`config.mk`:
```
export PLATFORM = sky130hd
export DESIGN_NAME = ppu_vram_bus_seq
export DESIGN_NICKNAME = d
export VERILOG_FILES = /design/src/rtl/ppu_vram_bus_seq.sv
export SDC_FILE = /design/constraint.sdc
export NUM_CORES = 1
export LEC_CHECK = 0
export ABC_AREA = 1
export CAP_MARGIN = 10
export CORE_UTILIZATION = 49
export DETAILED_ROUTE_END_ITERATION = 10
export MAX_ROUTING_LAYER = met4
export PLACE_DENSITY_LB_ADDON = 0.1
export RECOVER_POWER = 100
export SLEW_MARGIN = 20
export SYNTH_ARGS = -nofsm -noshare
export SYNTH_HDL_FRONTEND = slang
export SYNTH_SLANG_ARGS = --single-unit
export TNS_END_PERCENT = 20
```
`constraint.sdc`:
```
create_clock -name PCLK -period 2.2 [get_ports PCLK]
set_clock_uncertainty 0.15 [all_clocks]
set_input_delay 0.44 -clock PCLK [delete_from_list [all_inputs] [get_ports PCLK]]
set_output_delay 0.44 -clock PCLK [all_outputs]
set_load 0.01 [all_outputs]
```
`src/rtl/ppu_vram_bus_seq.sv`:
```
// Sequencer for the PPU multiplexed VRAM bus: ALE address phase, n_RD/n_WR strobe, one-cycle ack.
// Latency: ALE_CYCLES+WAIT_CYCLES+2 cycles from req to ack; req is ignored while busy.
// Optional VBUS_AUTOINC_EN adds an auto-incrementing address pointer (ptr_load/inc32 ports).
module ppu_vram_bus_seq #(
    parameter int DW          = 8,
    parameter int AW          = 14,
    parameter int ALE_CYCLES  = 1,
    parameter int WAIT_CYCLES = 1
) (
    input  logic          PCLK,
    input  logic          n_RES,
    input  logic          req,
    input  logic          we,
    input  logic [AW-1:0] addr,
    input  logic [DW-1:0] wdata,
`ifdef VBUS_AUTOINC_EN
    input  logic          ptr_load,
    input  logic          inc32,
`endif
    output logic          ack,
    output logic [DW-1:0] rdata,
    output logic          busy,
    output logic [DW-1:0] ad_out,
    output logic          ad_oe,
    input  logic [DW-1:0] ad_in,
    output logic [AW-DW-1:0] pa_out,
    output logic          ALE,
    output logic          n_RD,
    output logic          n_WR
);
    typedef enum logic [1:0] {S_IDLE, S_ADDR, S_STRB, S_DONE} state_t;

    localparam logic [2:0] ALE_LAST  = 3'(ALE_CYCLES - 1);
    localparam logic [2:0] STRB_LAST = 3'(WAIT_CYCLES);

    state_t          state_q, state_d;
    logic [2:0]      cnt_q, cnt_d;
    logic            we_q, we_d;
    logic [AW-1:0]   addr_q, addr_d;
    logic [DW-1:0]   wdata_q, wdata_d;
    logic [AW-1:0]   req_addr;
    logic            ack_q, ack_d;
    logic [DW-1:0]   rdata_q, rdata_d;
    logic            busy_q, busy_d;
    logic [DW-1:0]   ad_out_q, ad_out_d;
    logic            ad_oe_q, ad_oe_d;
    logic [AW-DW-1:0] pa_out_q, pa_out_d;
    logic            ale_q, ale_d;
    logic            n_rd_q, n_rd_d;
    logic            n_wr_q, n_wr_d;

`ifdef VBUS_AUTOINC_EN
    logic [AW-1:0]   ptr_q, ptr_d;

    always_comb begin
        ptr_d = ptr_q;
        if (state_q == S_DONE)
            ptr_d = ptr_q + (inc32 ? AW'(32) : AW'(1));
        // A load on the DONE edge overrides the post-transaction increment.
        if (ptr_load)
            ptr_d = addr;
    end

    always_ff @(posedge PCLK or negedge n_RES) begin
        if (!n_RES) ptr_q <= '0;
        else        ptr_q <= ptr_d;
    end

    assign req_addr = ptr_q;
`else
    assign req_addr = addr;
`endif

    always_comb begin
        state_d  = state_q;
        cnt_d    = cnt_q;
        we_d     = we_q;
        addr_d   = addr_q;
        wdata_d  = wdata_q;
        ack_d    = 1'b0;
        rdata_d  = rdata_q;
        ad_out_d = ad_out_q;
        ad_oe_d  = ad_oe_q;
        pa_out_d = pa_out_q;
        ale_d    = ale_q;
        n_rd_d   = n_rd_q;
        n_wr_d   = n_wr_q;

        case (state_q)
            S_IDLE: if (req) begin
                state_d = S_ADDR;
                cnt_d   = '0;
                we_d    = we;
                addr_d  = req_addr;
                wdata_d = wdata;
            end
            S_ADDR: if (cnt_q >= ALE_LAST) begin
                state_d = S_STRB;
                cnt_d   = '0;
            end else begin
                cnt_d = cnt_q + 3'd1;
            end
            S_STRB: if (cnt_q >= STRB_LAST) begin
                state_d = S_DONE;
                if (!we_q) rdata_d = ad_in;
            end else begin
                cnt_d = cnt_q + 3'd1;
            end
            default: state_d = S_IDLE;
        endcase

        // Pad outputs are registered, so they are decoded from the state being entered.
        case (state_d)
            S_ADDR: begin
                ale_d    = 1'b1;
                ad_oe_d  = 1'b1;
                ad_out_d = addr_d[DW-1:0];
                pa_out_d = addr_d[AW-1:DW];
                n_rd_d   = 1'b1;
                n_wr_d   = 1'b1;
            end
            S_STRB: begin
                ale_d = 1'b0;
                if (we_d) begin
                    ad_oe_d  = 1'b1;
                    ad_out_d = wdata_d;
                    n_wr_d   = 1'b0;
                end else begin
                    ad_oe_d = 1'b0;
                    n_rd_d  = 1'b0;
                end
            end
            S_DONE: begin
                ale_d   = 1'b0;
                ad_oe_d = 1'b0;
                n_rd_d  = 1'b1;
                n_wr_d  = 1'b1;
                ack_d   = 1'b1;
            end
            default: ;
        endcase

        busy_d = (state_d != S_IDLE);
    end

    always_ff @(posedge PCLK or negedge n_RES) begin
        if (!n_RES) begin
            state_q  <= S_IDLE;
            cnt_q    <= '0;
            we_q     <= 1'b0;
            addr_q   <= '0;
            wdata_q  <= '0;
            ack_q    <= 1'b0;
            rdata_q  <= '0;
            busy_q   <= 1'b0;
            ad_out_q <= '0;
            ad_oe_q  <= 1'b0;
            pa_out_q <= '0;
            ale_q    <= 1'b0;
            n_rd_q   <= 1'b1;
            n_wr_q   <= 1'b1;
        end else begin
            state_q  <= state_d;
            cnt_q    <= cnt_d;
            we_q     <= we_d;
            addr_q   <= addr_d;
            wdata_q  <= wdata_d;
            ack_q    <= ack_d;
            rdata_q  <= rdata_d;
            busy_q   <= busy_d;
            ad_out_q <= ad_out_d;
            ad_oe_q  <= ad_oe_d;
            pa_out_q <= pa_out_d;
            ale_q    <= ale_d;
            n_rd_q   <= n_rd_d;
            n_wr_q   <= n_wr_d;
        end
    end

    assign ack    = ack_q;
    assign rdata  = rdata_q;
    assign busy   = busy_q;
    assign ad_out = ad_out_q;
    assign ad_oe  = ad_oe_q;
    assign pa_out = pa_out_q;
    assign ALE    = ale_q;
    assign n_RD   = n_rd_q;
    assign n_WR   = n_wr_q;
endmodule

```
## After elaboration in Yosys (flattened, before gate mapping)

Index checks and enable logic that the tools add are counted.

- Add/sub/neg operators: 1
- Order comparisons: 2
- Equality and inequality tests: 9
- Multiplexer cells: 24
- Bitwise operators: 1
- Reduce and logical (&&, ||, !) cells: 14

Operators by type and width:

| operator | count |
|---|---|
| 14-bit 2-to-1 mux | 2 |
| 8-bit 2-to-1 mux | 3 |
| 8-bit one-hot mux with 2 select lines | 1 |
| 3-bit 2-to-1 mux | 3 |
| 3-bit one-hot mux with 3 select lines | 1 |
| 2-bit inequality test (second input constant) | 4 |
| 2-bit nonzero test | 4 |
| 2-bit == test (second input constant) | 3 |
| 3-bit by 1-bit >= comparator with 1-bit output (second input constant) | 2 |
| 1-bit 2-to-1 mux | 6 |
| 2-bit 2-to-1 mux | 3 |
| 1-bit one-hot mux with 2 select lines | 3 |
| 2-bit one-hot mux with 3 select lines | 1 |
| 2-bit AND reduction | 3 |
| 3-bit AND reduction | 2 |
| 3-bit nonzero test | 2 |
| 2-bit by 1-bit == test with 1-bit output (second input constant) | 2 |
| 2-bit OR reduction | 2 |
| 3-bit by 1-bit adder with 3-bit output (second input constant) | 1 |
| 1-bit one-hot mux with 3 select lines | 1 |
| 2-bit zero test | 1 |
| 1-bit NOT | 1 |

- Flip-flop bits (word level): 56
- Input bits: 34

## Depth between registers and ports, before layout

Gate-level depths: netlist of the first run.

- Depth after elaboration: 7
- Depth in mapped cells: 11

## Worst setup path before layout of the first run

Ideal clock, no wire load.

- Kind: register to register
- From: register state_q[0]
- To: register ad_out_q[0] (netlist: ad_out[0])
- Data arrival time: 1.507 ns
- Data required time: 1.933 ns
- Slack: 0.426 ns
- Stages on the path, launching flop included: 10
- Period minus slack after synthesis: 1.774 ns
- Cells stage by stage: dfrtp_1 -> inv_1 -> ha_1 -> nand2_1 -> nand3_2 -> a21oi_4 -> nand3_2 -> buf_4 -> nand3_1 -> nand2_1

- Word-level cells in the longest chain between the ends: 5

RTL lines:

| item | line | text |
|---|---|---|
| from (decl) | 36 | `state_t state_q, state_d;` |
| from (signal assigned) | 163 | `state_q <= state_d;` |
| 2-bit == test, or another cell as far along | 89 | `case (state_q)` |
| 2-bit one-hot mux with 3 select lines | 89 |  |
| 2-bit == test or 2-bit by 1-bit == test with 1-bit output (tied branches) | 113 | `case (state_d)` |
| 2-bit inequality test (no source line) or 2-bit nonzero test (tied branches) | n/a |  |
| 2-bit AND reduction (no source line) | n/a |  |
| to (signal assigned) | 171 | `ad_out_q <= ad_out_d;` |
| to (decl) | 45 | `logic [DW-1:0] ad_out_q, ad_out_d;` |

Several ways; a longest one is shown, not always the timed one. The select of a mux whose other input is x is not followed.
A chain may end at the register's enable or synchronous reset.

## Final worst setup path of the first run

- From: register state_q[0]
- To: register ad_oe_q (netlist: ad_oe)

- Word-level cells in the longest chain between the ends: 4

RTL lines:

| item | line | text |
|---|---|---|
| 2-bit == test, or another cell as far along | 89 |  |
| 2-bit one-hot mux with 3 select lines or 1-bit 2-to-1 mux (tied branches) | 89 |  |
| 2-bit == test, or another cell as far along | 113 |  |
| 1-bit one-hot mux with 3 select lines or 3-bit nonzero test (tied branches) | n/a |  |
| to (signal assigned) | 172 | `ad_oe_q <= ad_oe_d;` |
| to (decl) | 46 | `logic ad_oe_q, ad_oe_d;` |

Several ways; a longest one is shown, not always the timed one.

==> results.md, run 1 <==
Die:
- The initial utilization of the core area, before any placement, comes to between 50 and 60%.
- The floorplan step set the die height to 73.70 um.
- The die is 73.70 um wide.
- The number of rows in the core area is 25.
- The top-level port count is 62.
- The floorplan core area is approximately 4800 sq um.
- The die covers 5431 sq um.

Detailed routing:
- The number of vias per cell after detailed routing is 4.866.
- Dividing the detail-routed wire length by the instance count gives ~13 um.
- The first TritonRoute pass finished after 4 iterations.
- The detail route stage leaves a number of antenna-violating nets equal to 0.
- The number of DRC markers after the initial detailed-route iteration is 62.
- The post-detailed-routing wire length is 5400 um.
- The number of remaining DRC errors is 0.
- The total number of vias is 2029.

Synth:
- The number of instances in the synthesized netlist is between 200 and 300.
- sky130_fd_sc_hd__dfrtp_1 takes more of the synthesized area than any other cell.
- Synthesis inferred 56 register bits.
- Counting flops with a built-in enable in the synthesized netlist gives 0.
- The netlist uses 25 different library cells.
- In the synthesized netlist the async set-or-reset flop fraction comes to 100.0%.
- The sequential fraction of the synthesis area is 55.74%.
- In the synthesized netlist the dominant register cell turns out to be sky130_fd_sc_hd__dfrtp_1.
- The area fraction of the dominant cell type after synthesis is 53.65%.
- Dividing the synthesized area by the synthesized cell count gives between 8 and 9 sq um.
- When the netlist entered floorplanning its net count stood at 320.
- The mapped netlist covers 2519 sq um.
- By area the synthesized netlist is led by sky130_fd_sc_hd__dfrtp_1 (54%), sky130_fd_sc_hd__nand2_1 (15%), sky130_fd_sc_hd__nand3_1 (5.2%).
- During synthesis, Yosys emitted a total of 0 warnings.

Min path:
- In this run the most critical hold path is launched from n_RD$_DFFE_PN1P_.
- The number of cells on the worst hold path is 2.
- The worst hold path endpoint is n_RD$_DFFE_PN1P_.
- The type of the worst min-delay path is reg -> reg.

Setup path:
- The launch point of the worst reg-to-reg path is state_q[0]$_DFF_PN0_.
- Data on the critical path is required at its endpoint by between 2000 and 2500 ps.
- The data arrival time at the worst-slack endpoint is 2100 ps.
- Measured in cells, the most critical reg-to-reg path has a length of 10.
- In this run the register-to-register setup slack is 160 ps.
- The endpoint of the most critical register-to-register path is ad_oe$_DFFE_PN0P_.
- The highest fanout seen on the critical path is 10.
- The critical path startpoint category is a flop.
- The worst setup path is of the reg -> reg kind.
- The kind of capture point of the worst setup path is a flop.

STA:
- The upper clock frequency limit is 490.3 MHz.
- Measured against its own limit, the worst slew margin works out to -7.695%.
- The post-route clock period utilization is about 90%.
- Setup slack closes at 160.3 ps.
- For the final routed database, the setup TNS stands at 0 ps.
- The final-report setup violation count is 0.
- For the pin with the worst max-slew slack, the measured transition is 1615 ps.
- The final critical path time including I/O delays and setup is 2040 ps.
- Setup repair after global routing left no endpoint under its margin.
- The count of pins over their slew limit is 29.
- The final hold violation count came to 0.

Finish:
- The core occupancy in the finished layout is 69.91%.
- The multi-input combinational cells in the finished layout cover a total of 935.9 sq um.
- After routing the design area is 3390 sq um.
- The count of cells in the finished layout, fillers not included, comes to about 420.
- Cells with a size suffix above 1 make up between 10% and 20% of the layout.
- The layout has around 400 filler cells.
- The area growth from synthesis to layout is 34.58%.
- The repair_antennas step left the layout with diodes totalling 0.
- At the end of the flow, the number of nets in the layout was ~390.
- Across the whole layout, storage elements account for 1404 sq um.

GRT:
- Global routing finished with a remaining overflow of 0.
- The first global-routing pass estimated around 9000 um of wire.
- The total routing usage reported by global routing is 23.21%.
- The number of antenna violations at the first check in global routing was 0.
- The pin count of the biggest net entering global routing is 32.
- The via count of the first global-routing pass is between 1500 and 2000.

Power and ir drop:
- For this design the static power due to leakage is 1.727 nW.
- IR analysis of the VDD net gives a maximum drop of ~0.97 mV.
- The power per cell area is 1615 nW/um^2.

Run status:
- The final reports fail on max-capacitance violations, max-slew violations.
- The flow ran to the end, but the final reports show violations.

Place:
- The post-detailed-placement half-perimeter wirelength is 3882 um.
- The post-placement setup slack is about 36 ps.
- The congestion estimate from routability-driven global placement came to between 0.7 and 0.8.
- The placed instances occupy a cell area of 3256 sq um.
- The number of cells after detailed placement is 409.
- The number of buffers added on ports is 61.

CTS:
- In this run, CTS created clock tree buffers numbering 5.
- The CTS H-tree depth is 2.
- The number of buffers inserted by post-CTS setup repair is 0.
- The clock tree root buffer cell is sky130_fd_sc_hd__clkbuf_8.
- At the later pin of the worst-skew pair, clock insertion delay measures 310 ps.
- The clock drives 56 sinks.
- The clock passes through at most 2 buffers.
- The TritonCTS clock tree is done.
- After clock tree synthesis, the clock-pin slew on the worst setup and hold paths is about 90 ps.

Run:
- The total of max-cap violations is 1.
## placed cells by master (no fill, tap or decap), drive strengths merged
cell,synthesis,final
clkbuf,1,8
o21ai,17,17
o21a,1,1
mux2,6,6
nand2,105,105
inv,29,30
o31ai,2,2
bufinv,0,2
o21bai,8,8
dlygate4sd3,0,28
dfstp,2,2
nor2,7,7
nand3,29,29
dfrtp,54,54
ha,6,6
a21oi,2,2
clkdlybuf4s50,0,32
xnor2,1,1
buf,10,10
## flip-flops by register name (all words and copies together), names as in the netlist
signal and flops:
state_q 2, ALE 1, ad_oe 1, pa_out 6, we_q 1, wdata_q 8
n_RD 1, cnt_q 3, n_WR 1, ack 1, addr_q 14, busy 1
ad_out 8, rdata 8
## report_power, final
group	internal, mW	switching (mW)	total [mW]
Clock	0.458	0.338	0.796
Combinational	1.20	1.70	2.90
Sequential	1.55	0.228	1.78
Total	3.21	2.27	5.48
## metrics by stage
stage,power [mW],hold slack (ps)
after floorplan,3.697,-5.591
after global placement,4.744,301.1
after detailed placement,4.806,302.2
after CTS,5.635,23.73
after global routing,5.948,343.5
final,5.475,318.9
## area by class of cell
type                       count  area share [%]
clock buffer                   5           2.030
clock inverter                 3           2.030
inverter                      29           3.359
multi-input combinational    184           27.61
sequential                    56           41.42
tap                           67           2.473
timing repair buffer          73           21.08
## logic make-up after synthesis
family	after synthesis	synth area share [%]
buf+inv	40	7.004
simple gates	141	23.75
mux	6	2.682
fa+ha+maj	6	2.981
flops	56	55.74
xor+xnor	1	0.3478
compound gates	30	7.501
## worst max-delay path by stage
stage	startpoint	to	slack [ps]
floorplan	state_q[0]$_DFF_PN0_	ad_out[0]$_DFFE_PN0P_	430
global placement	req	ad_oe$_DFFE_PN0P_	70
detailed placement	req	ad_out[2]$_DFFE_PN0P_	40
CTS	state_q[0]$_DFF_PN0_	ad_out[7]$_DFFE_PN0P_	90
global route	state_q[0]$_DFF_PN0_	ad_out[2]$_DFFE_PN0P_	10
finish	state_q[0]$_DFF_PN0_	ad_oe$_DFFE_PN0P_	160
## Yosys cell counts (5+ instances only)
library cell,count
sky130_fd_sc_hd__o21ai_0,9
sky130_fd_sc_hd__nand2_1,102
sky130_fd_sc_hd__nor2_1,5
sky130_fd_sc_hd__buf_2,6
sky130_fd_sc_hd__nand3_1,26
sky130_fd_sc_hd__ha_1,6
sky130_fd_sc_hd__mux2_2,6
sky130_fd_sc_hd__dfrtp_1,54
sky130_fd_sc_hd__inv_1,26
sky130_fd_sc_hd__o21ai_1,8
sky130_fd_sc_hd__o21bai_1,8
## what timing repair did
action,in CTS,in global routing
gates resized for setup,0,3
setup endpoints to repair,0,11
hold buffers,0,0
## critical path: stages, from the launching register on
cell and delay, ps:
sky130_fd_sc_hd__dfrtp_1 430, sky130_fd_sc_hd__inv_1 100, sky130_fd_sc_hd__ha_1 280, sky130_fd_sc_hd__nand2_1 140, sky130_fd_sc_hd__inv_1 50, sky130_fd_sc_hd__nor2_1 180, sky130_fd_sc_hd__nand2_4 120, sky130_fd_sc_hd__nand3_2 180
sky130_fd_sc_hd__nand2_2 140, sky130_fd_sc_hd__nor2_1 120, sky130_fd_sc_hd__inv_1 50
## metal layers
| metal | GRT usage, % | up-vias | wire length, um |
|---|---|---|---|
| met4 | 9.188 | 0 | 99 |
| met3 | 4.527 | 8 | 239 |
| met1 | 30.00 | 959 | 2534 |
| li1 | - | 1013 | - |
| met5 | - | - | 0 |
| met2 | 36.09 | 49 | 2526 |
No activity file was read; power rests on OpenSTA's default activity.
==> run 2: changes to the inputs <==
--- a/config.mk
+++ b/config.mk
@@ -6,7 +6,7 @@
 export NUM_CORES = 1
 export LEC_CHECK = 0
 export ABC_AREA = 1
-export CAP_MARGIN = 10
+export CORE_MARGIN = 2
 export CORE_UTILIZATION = 49
 export DETAILED_ROUTE_END_ITERATION = 10
 export MAX_ROUTING_LAYER = met4
==> run 2 against run 1 <==
Net effect: hold slack improved by 0.82 ps; sequential share of layout area up 0.54 points; largest cell class unchanged; global-route usage fell by 2.8 points; critical path type unchanged; critical path depth up 2; the flow now finishes without violations; fmax is 0.52% lower; via count shrank 2.2%; first-iteration DRC count down 15%.
==> results.md, run 2 (synthesis gave the netlist of run 1 again) <==
Run status:
- The flow ran to the end, and the final reports show no timing, DRC or antenna violations.

Setup path:
- The worst reg-to-reg setup slack is 150 ps.
- The master of the slowest instance on the critical path is sky130_fd_sc_hd__dfrtp_1.
- The launching element of the worst setup path is state_q[0]$_DFF_PN0_.
- The worst reg2reg path depth is 12.
- In this design, the critical path's most frequently occurring cell is sky130_fd_sc_hd__nand2_1.
- The largest single stage delay on the critical path is 450 ps.
- The critical path startpoint category is a flop.
- The critical path in this run is classified as reg -> reg.
- The worst register-to-register path ends at n_RD$_DFFE_PN1P_.
- The launch point of the worst reg-to-reg path is state_q[0]$_DFF_PN0_.
- The kind of capture point of the worst setup path is a flop.
- The data arrival time at the worst-slack endpoint is 2140 ps.
- The endpoint required time on the critical path is 2290 ps.
- The signal on the critical path passes through inv_1 > ha_1 > buf_4 > nand3_1 > nand2_1 > nand2_2 > inv_2 > nand3_2 > buf_4 > nand2_1 > nand2_1 > nand2_1.
- In this run the worst path has a maximum fanout of 11.
- Following the worst setup path forward leads to its endpoint at n_RD$_DFFE_PN1P_.

Detailed routing:
- The first-pass iteration count of the detailed router is 4.
- The number of DRC markers after the initial detailed-route iteration is 53.
- After detailed routing, the average wire length per cell comes to 12.23 um.
- In the routed design, unresolved DRC markers number 0.
- The total number of vias is 1985.
- The routed design has 5135 um of wire.
- The number of vias per cell after detailed routing is between 4 and 5.
- In this run the remaining antenna-violating nets after routing total 0.

Finish:
- Counting flops per register, the top entry is addr_q.
- The sequential cell area is 1404 sq um.
- At the end of the flow, the number of nets in the layout was 389.
- The area taken by multi-input logic gates is 938.4 sq um.
- Cells fill 66.35% of the core in the end.
- The synthesis-to-finish area growth is 32.84%.
- Counting the fill cells in the layout gives roughly 440.
- The final antenna diode count is 0.
- The library cells used most frequently in the layout, excluding fill and tap cells, are sky130_fd_sc_hd__nand2_1 (101), sky130_fd_sc_hd__dfrtp_1 (54), sky130_fd_sc_hd__clkdlybuf4s50_1 (32), sky130_fd_sc_hd__dlygate4sd3_1 (29).
- Cells with a size suffix above 1 make up 10.00% of the layout.
- The most common library cell in the layout ignoring fill and taps is sky130_fd_sc_hd__nand2_1.
- The number of flip-flops in the largest register is 14.
- The number of cells in the finished layout apart from fillers is 420.

STA:
- For the pin with the worst max-slew slack, the measured transition is 1218 ps.
- The worst max-slew margin expressed relative to the limit is 18.82%.
- The count of pins over their slew limit is 0.
- Setup repair after global routing left no endpoint under its margin.
- The final hold violation count is 0.
- The tightest hold path in the finished design has a slack of 319.7 ps.
- For this run, the top clock speed supported by timing is 487.7 MHz.
- The final-layout setup total negative slack is 0 ps.
- Subtracting the final worst setup slack from the clock period gives around 2100 ps.
- The post-route clock period utilization is 93.20%.
- Setup violations remaining at the end of the flow were counted as 0.

GRT:
- After global routing the overflow that remains totals 0.
- The total routing usage reported by global routing is 20.42%.
- The first global-routing pass estimated 8493 um of wire.
- The number of antenna violations at the first check in global routing came to 0.
- The via count of the first global-routing pass is 1910.
- Entering global routing, the biggest net connects 57 pins.

Run:
- Across the run, the number of max-cap violations was 0.

Power and ir drop:
- In this run the power spent charging and discharging nets is ~2.2 mW.
- The proportion of power drawn by combinational gates is between 50% and 60%.
- VDD sags by at most 0.8838 mV.
- Registers are responsible for around 34% of the overall power.
- The internal power is 3.064 mW.
- The power per cell area is between 1500 and 2000 nW/um^2.
- Summing internal, switching and leakage power gives 5.266 mW.
- The switching fraction of total power is between 40% and 50%.
- Summed over all cells, the static leakage comes to between 1.5 and 2 nW.
- The clock network is responsible for 12.4% of the overall power.

Die:
- The die width is 75.70 um.
- The floorplan has 26 rows.
- The initial core utilization is 49.95%.
- The floorplan step set the die height to 75.70 um.
- The top-level port count is 62.
- The die outline area is approximately 5700 sq um.
- The floorplan core area is between 5000 and 6000 sq um.

CTS:
- The TritonCTS clock tree is done.
- After clock tree synthesis, the clock-pin slew on the worst setup and hold paths is 90 ps.
- The TritonCTS buffer count is 5.
- The number of buffers inserted by post-CTS setup repair is 0.
- The clock network latency to the later pin of the worst-skew pair is 300 ps.
- CTS placed an instance of sky130_fd_sc_hd__clkbuf_8 at the clock tree root.
- The TritonCTS sink count is 56.
- The CTS H-tree depth is 2.
- No sink is reached through more buffers than the 2 on the longest clock path.

Min path:
- The tightest min-delay check is of the reg -> reg type.

Place:
- The routability congestion estimate is 0.8131.
- Buffers placed on the I/O ports in this run total 61.
- Summed over all nets, the half-perimeter wirelength after detailed placement is 3755 um.
- After detailed placement, the design holds a cell count of 411.
## run 2: changes by cell type in the layout (fill, tap and decap cells not counted), sizes merged
cell / change
clkinv: +1
buf: -1
clkbuf: +1
bufinv: -1
inv: -1
dlygate4sd3: +1
## run 2: worst min path at each step
stage	startpoint	to	slack (ps)	depth (start not counted)
after floorplan	n_RES	ALE$_DFFE_PN0P_	-6	0
after global placement	n_RD$_DFFE_PN1P_	n_RD$_DFFE_PN1P_	300	2
after detailed placement	n_RES	cnt_q[1]$_DFFE_PN0P_	310	2
after CTS	n_WR$_DFFE_PN1P_	n_WR$_DFFE_PN1P_	320	2
after global routing	n_RD$_DFFE_PN1P_	n_RD$_DFFE_PN1P_	340	2
final	n_WR$_DFFE_PN1P_	n_WR$_DFFE_PN1P_	320	2
## run 2: cell type report
type                       count  share of cell area, %
sequential                    56                  41.96
multi-input combinational    184                  28.05
clock buffer                   6                  2.169
clock inverter                 2                  1.047
timing repair buffer          73                  20.91
tap                           70                  2.618
inverter                      29                  3.254
## run 2: routing by layer
layer / global-route usage [%] / wire, um / part of all wire, % / vias up
li1: - / - / - / 1016
met1: 26.63 / 2371 / 46 / 921
met2: 33.43 / 2530 / 49 / 42
met3: 3.571 / 170 / 3.3 / 6
met4: 5.263 / 63 / 1.2 / 0
met5: - / 0 / 0 / -
## run 2: stage by stage
stage | area (sq um) | setup WS (ps)
2_1_floorplan | 2519 | 425.6
3_3_place_gp | 3252 | 55.77
3_5_place_dp | 3252 | 10.03
4_1_cts | 3369 | 144.6
5_1_grt | 3346 | 30.82
6_report | 3346 | 149.6
## run 2: repair_timing
item	in CTS	in global routing
endpoints found under the hold margin	54	0
endpoints found under the setup margin	0	6
hold buffers	1	0
gates resized for setup	0	1
## run 2: power by group through the flow
stage	logic (mW)	registers (mW)	clock network, mW
after floorplan	1.83	1.87	0
after global placement	2.90	1.81	0
after detailed placement	3.00	1.81	0
after CTS	3.02	1.80	0.669
after global routing	3.27	1.84	0.707
final	2.83	1.78	0.651
## run 2: critical path, delay by kind of cell (launching register included)
family,cells,cell delay [ps]
AND/OR/NAND/NOR,7,540
flip-flops,1,450
buffers and inverters,4,650
adder cells (fa/ha/maj),1,210
==> run 3: changes to the inputs <==
--- a/config.mk
+++ b/config.mk
@@ -8,11 +8,12 @@
 export ABC_AREA = 1
 export CORE_MARGIN = 2
 export CORE_UTILIZATION = 49
+export CTS_CLUSTER_DIAMETER = 100
 export DETAILED_ROUTE_END_ITERATION = 10
 export MAX_ROUTING_LAYER = met4
 export PLACE_DENSITY_LB_ADDON = 0.1
 export RECOVER_POWER = 100
-export SLEW_MARGIN = 20
+export SLEW_MARGIN = 10
 export SYNTH_ARGS = -nofsm -noshare
 export SYNTH_HDL_FRONTEND = slang
 export SYNTH_SLANG_ARGS = --single-unit
==> results of run 3 <==
The final DEF is identical to that of run 2; final timing and power are the same.
